`config.mk`:
```
export PLATFORM = sky130hd
export DESIGN_NAME = clock_div_prog
export DESIGN_NICKNAME = d
export VERILOG_FILES = /design/src/rtl/clock_div_pkg.sv /design/src/rtl/clock_div_ch.sv /design/src/rtl/clock_div_prog.sv
export SDC_FILE = /design/constraint.sdc
export NUM_CORES = 1
export LEC_CHECK = 0
export BUFFER_PORTS_ARGS = -buffer_cell sky130_fd_sc_hd__buf_2
export CAP_MARGIN = 5
export CORE_UTILIZATION = 55
export CTS_CLUSTER_DIAMETER = 150
export DETAILED_ROUTE_END_ITERATION = 16
export PLACE_DENSITY = 0.71
export SYNTH_ARGS = -nofsm -noshare
export SYNTH_HDL_FRONTEND = slang
export SYNTH_HIERARCHICAL = 1
export SYNTH_SLANG_ARGS = --single-unit
```
`constraint.sdc`:
```
create_clock -name i_clk -period 12.2 [get_ports i_clk]
set_input_delay 0.61 -clock i_clk [delete_from_list [all_inputs] [get_ports i_clk]]
set_output_delay 0.61 -clock i_clk [all_outputs]
set_load 0.01 [all_outputs]
```
`src/rtl/clock_div_pkg.sv`:
```
// clock_div_pkg: shared defaults, channel state type and helpers for
// the programmable clock divider (clock_div_prog / clock_div_ch).
package clock_div_pkg;

    // Default divide-ratio/counter width and reset ratio.
    localparam int DEF_CNT_W     = 8;
    localparam int DEF_DIV_RATIO = 8;

    // Per-channel run state.
    // CH_IDLE: not enabled, phase counter parked at 0.
    // CH_RUN : enabled and counting phases.
    typedef enum logic {
        CH_IDLE = 1'b0,
        CH_RUN  = 1'b1
    } ch_state_t;

    // Length of the low phase for ratio n: ceil(n/2).
    function automatic logic [31:0] half_up(input logic [31:0] n);
        return (n >> 1) + {31'd0, n[0]};
    endfunction

endpackage

```
`src/rtl/clock_div_ch.sv`:
```
// clock_div_ch: one programmable divider channel.
// Ports: clk, rst (sync, active-high), en, load, sync, div[CNT_W];
//        div_clk (registered divided clock), tick (rise pulse),
//        pend (ratio waiting for the period boundary).
module clock_div_ch
    import clock_div_pkg::*;
#(
    parameter int CNT_W   = DEF_CNT_W,
    parameter int DEF_DIV = DEF_DIV_RATIO
) (
    input  logic             clk,
    input  logic             rst,
    input  logic             en,
    input  logic             load,
    input  logic             sync,
    input  logic [CNT_W-1:0] div,
    output logic             div_clk,
    output logic             tick,
    output logic             pend
);

    localparam logic [CNT_W-1:0] ONE   = {{(CNT_W-1){1'b0}}, 1'b1};
    localparam logic [CNT_W-1:0] RST_R = CNT_W'(DEF_DIV);

    ch_state_t        state_q, state_d;
    logic [CNT_W-1:0] cnt_q, cnt_d;
    logic [CNT_W-1:0] ratio_q, ratio_d;
    logic [CNT_W-1:0] shadow_q, shadow_d;
    logic             pend_q, pend_d;
    logic             clk_q, clk_d;
    logic             tick_q, tick_d;
    logic             wrap;
    logic [CNT_W-1:0] ratio_nx;
    logic [CNT_W-1:0] low_nx;

    always_ff @(posedge clk) begin
        if (rst) begin
            state_q  <= CH_IDLE;
            cnt_q    <= '0;
            ratio_q  <= RST_R;
            shadow_q <= RST_R;
            pend_q   <= 1'b0;
            clk_q    <= 1'b0;
            tick_q   <= 1'b0;
        end else begin
            state_q  <= state_d;
            cnt_q    <= cnt_d;
            ratio_q  <= ratio_d;
            shadow_q <= shadow_d;
            pend_q   <= pend_d;
            clk_q    <= clk_d;
            tick_q   <= tick_d;
        end
    end

    always_comb begin
        state_d  = state_q;
        cnt_d    = cnt_q;
        ratio_d  = ratio_q;
        shadow_d = shadow_q;
        pend_d   = pend_q;
        clk_d    = 1'b0;
        tick_d   = 1'b0;
        wrap     = 1'b0;
        ratio_nx = ratio_q;

        if (!en) begin
            // Stopped: no boundary will come, so apply ratios now.
            state_d = CH_IDLE;
            cnt_d   = '0;
            pend_d  = 1'b0;
            if (load) begin
                ratio_d  = div;
                shadow_d = div;
            end else if (pend_q) begin
                ratio_d = shadow_q;
            end
        end else begin
            state_d = CH_RUN;
            // Starting from idle, a sync restart and a stopped (N=0)
            // channel all behave as a period boundary.
            wrap = (state_q == CH_IDLE) || sync ||
                   (ratio_q == '0) || (cnt_q == ratio_q - ONE);
            if (wrap) begin
                if (load) begin
                    ratio_nx = div;
                    shadow_d = div;
                end else if (pend_q) begin
                    ratio_nx = shadow_q;
                end
                ratio_d = ratio_nx;
                pend_d  = 1'b0;
                cnt_d   = '0;
            end else begin
                cnt_d = cnt_q + ONE;
                if (load) begin
                    shadow_d = div;
                    pend_d   = 1'b1;
                end
            end
        end

        low_nx = CNT_W'(half_up(32'(ratio_nx)));

        // Outputs are registered from the phase entered at this edge.
        if (en) begin
            if (ratio_nx == ONE) begin
                tick_d = 1'b1;
            end else if (ratio_nx != '0) begin
                clk_d  = (cnt_d >= low_nx);
                tick_d = (cnt_d == low_nx);
            end
        end
    end

    assign div_clk = clk_q;
    assign tick    = tick_q;
    assign pend    = pend_q;

endmodule

```
`src/rtl/clock_div_prog.sv`:
```
// clock_div_prog: NUM_CH independent programmable clock dividers.
// Ports: i_clk, i_rst (sync, active-high), i_en/i_load[NUM_CH],
//        i_div[NUM_CH*CNT_W], o_clk/o_tick/o_pend[NUM_CH];
//        i_sync only when CLK_DIV_SYNC_EN is defined.
module clock_div_prog
    import clock_div_pkg::*;
#(
    parameter int NUM_CH  = 2,
    parameter int CNT_W   = DEF_CNT_W,
    parameter int DEF_DIV = DEF_DIV_RATIO
) (
    input  logic                    i_clk,
    input  logic                    i_rst,
    input  logic [NUM_CH-1:0]       i_en,
    input  logic [NUM_CH*CNT_W-1:0] i_div,
    input  logic [NUM_CH-1:0]       i_load,
`ifdef CLK_DIV_SYNC_EN
    input  logic                    i_sync,
`endif
    output logic [NUM_CH-1:0]       o_clk,
    output logic [NUM_CH-1:0]       o_tick,
    output logic [NUM_CH-1:0]       o_pend
);

    logic sync;

`ifdef CLK_DIV_SYNC_EN
    assign sync = i_sync;
`else
    assign sync = 1'b0;
`endif

    for (genvar k = 0; k < NUM_CH; k++) begin : g_ch
        clock_div_ch #(
            .CNT_W   (CNT_W),
            .DEF_DIV (DEF_DIV)
        ) u_ch (
            .clk     (i_clk),
            .rst     (i_rst),
            .en      (i_en[k]),
            .load    (i_load[k]),
            .sync    (sync),
            .div     (i_div[k*CNT_W +: CNT_W]),
            .div_clk (o_clk[k]),
            .tick    (o_tick[k]),
            .pend    (o_pend[k])
        );
    end

endmodule

```
==> impl_metrics.ini <==
[drt]
num_vias = 3285
dr.pass1.iters = 4
wl_mm = 8.59
ant_nets = 0
via_per_inst = 5.48
first_iter_violations = 175
wl_per_cell_um = 14.3
drc = 0

[die]
fp.dieArea_mm2 = 0.00788
ios = 28
die_w_um = 88.8
core_area_mm2 = 0.00725
core.rowCount = 31
start_util_pct = 57.1
die_h_um = 88.8

[timing]
fin_crit_sh_pct = 40.7
setup_tns_ns = 0
worstMarginPinSlew_ns = 0.774
fin_ws_ns = 7.24
fmax_mhz = 202
hold_violations = 0
setup_violations = 0
relSlewSlack_pct = 47.9
rsz0062_at_grt = no
hold_slack_ns = 0.474
slew_viol_final = 0
fin_worst_skew_ns = 0.00940
fin_crit_ns = 4.96

[clocking]
cts_buffers = 5
clockBufferDepth = 2
clkTransAtPathRegs_ns = 0.11
cts.sinks = 56
cts_hold_buf = 0
cts_root_buffer = clkbuf_8
cts-htree-levels = 2
cts_setup_buffers = 0
tritoncts = built
ctsResizeCount = 0
clkLatencyLatePin_ns = 0.32

[hold_path]
hold_path_class = reg -> reg
min_delay_path_depth = 2
min_from = g_ch[0].u_ch/shadow_q[4]

[placed_design]
place_hpwl_mm = 6.39
port_buffers = 27
dpl_cell_area_mm2 = 0.00419
place_congestion = 0.857
dp.cells = 591
preCtsSetupSlack_ns = 7.27

[power_and_ir_drop]
vdd_drop_max_uv = 58.9
pwr-share-seq_pct = 51.4
power_density_mw_per_mm2 = 91.2
switching_power_mw = 0.123
swShare_pct = 31.5
cell_internal_pwr_mw = 0.268
report.power.total_mw = 0.391
combinationalPowerShare_pct = 20.2
clkPwrFrac_pct = 28.4
p_leak_nw = 1.86

[yosys]
async_reset_ff_share_pct = 0
ys_ff_latch = 56
synth_top_area_share_pct = 27.1
ys_types = 45
syn_area_mm2 = 0.00414
synthTopCellsByArea = dfxtp_1 (27%), mux2i_1 (10%), ha_1 (9.1%)
synth_ff_type = dfxtp_1
syn_inst = 491
yosysWarningCount = 6
synth_edf_count = 0
avgSynthCellArea_um2 = 8.43
yosys.area.top_type = dfxtp_1
synth-seq-area-share_pct = 27.1

[setup_path]
r2r.worst_path.cells = 21
end_kind = flip-flop
startpoint = g_ch[0].u_ch/ratio_q[0]
worstSetupStartpointType = flip-flop
path_max_fanout = 16
r2r_end = g_ch[0].u_ch/tick
crit_type = reg -> reg
reg2reg_from = g_ch[0].u_ch/ratio_q[0]
worstPathRequired_ns = 12.46
crit_end = g_ch[0].u_ch/tick
r2r_setup_slack_ns = 7.24
arrival_ns = 5.22

[cells_and_area]
stdcell_area_mm2 = 0.00428
syn_to_final_growth_pct = 3.48
fin_nets = 551
final_cell_mix = nor2_1 (56), dfxtp_1 (56), mux2i_1 (42)
finalNonFillerCells = 599
n_antenna_cell = 0
utilization_pct = 59.1
drive_above_1_share_pct = 12.0

[global_route]
antenna_found_initial = 0
overflow = 0
grt_usage_pct = 23.4
grt_max_degree = 39
grt_pass1_vias = 3033
grt_first_pass_wirelength_mm = 14.3

[job]
drv_cap = 0

[run_status]
outcome = finished, final reports clean
[Yosys cell counts (4+ instances only)]
cell type,instances
dfxtp_1,56
nor2_1,56
mux2i_1,42
nand2_1,36
ha_1,30
xnor2_1,30
a21oi_1,24
nand3_1,24
o21ai_0,24
xor2_1,22
nand2b_1,20
inv_1,18
buf_6,10
a21o_1,8
clkbuf_1,8
and3_1,6
nand4_1,6
nor2b_1,6
nor3_1,6
or2_2,6
buf_4,4
mux2_2,4
[area by class of cell]
| class | count | area, um^2 |
|---|---|---|
| Fill cell | 690 | 2970 |
| Tap cell | 99 | 124 |
| Clock inverter | 3 | 25.0 |
| Multi-Input combinational cell | 390 | 2740 |
| Sequential cell | 56 | 1120 |
| Timing Repair Buffer | 28 | 143 |
| Clock buffer | 5 | 68.8 |
| Inverter | 18 | 67.6 |
[worst max-delay path: stages (launching register included)]
cell       delay (ns)
dfxtp_1          0.45
inv_1            0.09
ha_1             0.24
xor2_1           0.18
or4_1            0.51
a21oi_1          0.16
o2111ai_2        0.22
a21boi_4         0.48
mux2i_1          0.35
inv_1            0.08
ha_1             0.25
ha_1             0.25
nand3_1          0.13
nor2_1           0.07
xor2_1           0.12
mux2i_1          0.09
ha_1             0.31
nand4_1          0.12
nor4b_1          0.41
nor2b_1          0.19
mux2i_1          0.08
nand3_1          0.09
[sequential cells by signal (all words and copies together) (netlist names)]
signal,flops
g_ch.u_ch/cnt_q,16
g_ch.u_ch/div_clk,2
g_ch.u_ch/pend,2
g_ch.u_ch/ratio_q,16
g_ch.u_ch/shadow_q,16
g_ch.u_ch/state_q,2
g_ch.u_ch/tick,2
[layer usage]
| layer | GRT usage [%] | vias up | wire [um] |
|---|---|---|---|
| met3 | 3.36 | 6 | 276 |
| li1 | - | 1693 | - |
| met4 | 4.99 | 0 | 59 |
| met1 | 34.6 | 1531 | 4530 |
| met5 | 0 | - | 0 |
| met2 | 35.8 | 55 | 3720 |
[logic make-up (layout without fill, tap and decap cells)]
kind of cell,Yosys count,after routing,synth area share [%]
other cells,1,2,0.0906
fa+ha+maj,30,30,9.07
flops,56,56,27.1
mux,46,46,11.2
simple gates,190,190,23.5
xor+xnor,52,52,11.0
buf+inv,46,54,6.95
compound gates,70,70,11.1
[power groups by stage]
| stage | clock network, mW | logic [mW] | registers, mW |
|---|---|---|---|
| 3_5_place_dp | 0 | 0.0784 | 0.205 |
| 4_1_cts | 0.115 | 0.0788 | 0.201 |
| 3_3_place_gp | 0 | 0.0763 | 0.205 |
| 2_1_floorplan | 0 | 0.0709 | 0.197 |
| 6_report | 0.111 | 0.0788 | 0.201 |
| 5_1_grt | 0.121 | 0.0884 | 0.202 |
[worst min-delay path by stage]
stage	end	slack [ns]
6_report	g_ch[0].u_ch/shadow_q[4]	0.47
3_3_place_gp	g_ch[0].u_ch/shadow_q[7]	0.46
4_1_cts	g_ch[0].u_ch/shadow_q[4]	0.48
3_5_place_dp	g_ch[0].u_ch/shadow_q[4]	0.46
5_1_grt	g_ch[1].u_ch/shadow_q[5]	0.51
2_1_floorplan	g_ch[0].u_ch/shadow_q[0]	0.45
(Power assumes the default switching activity.)
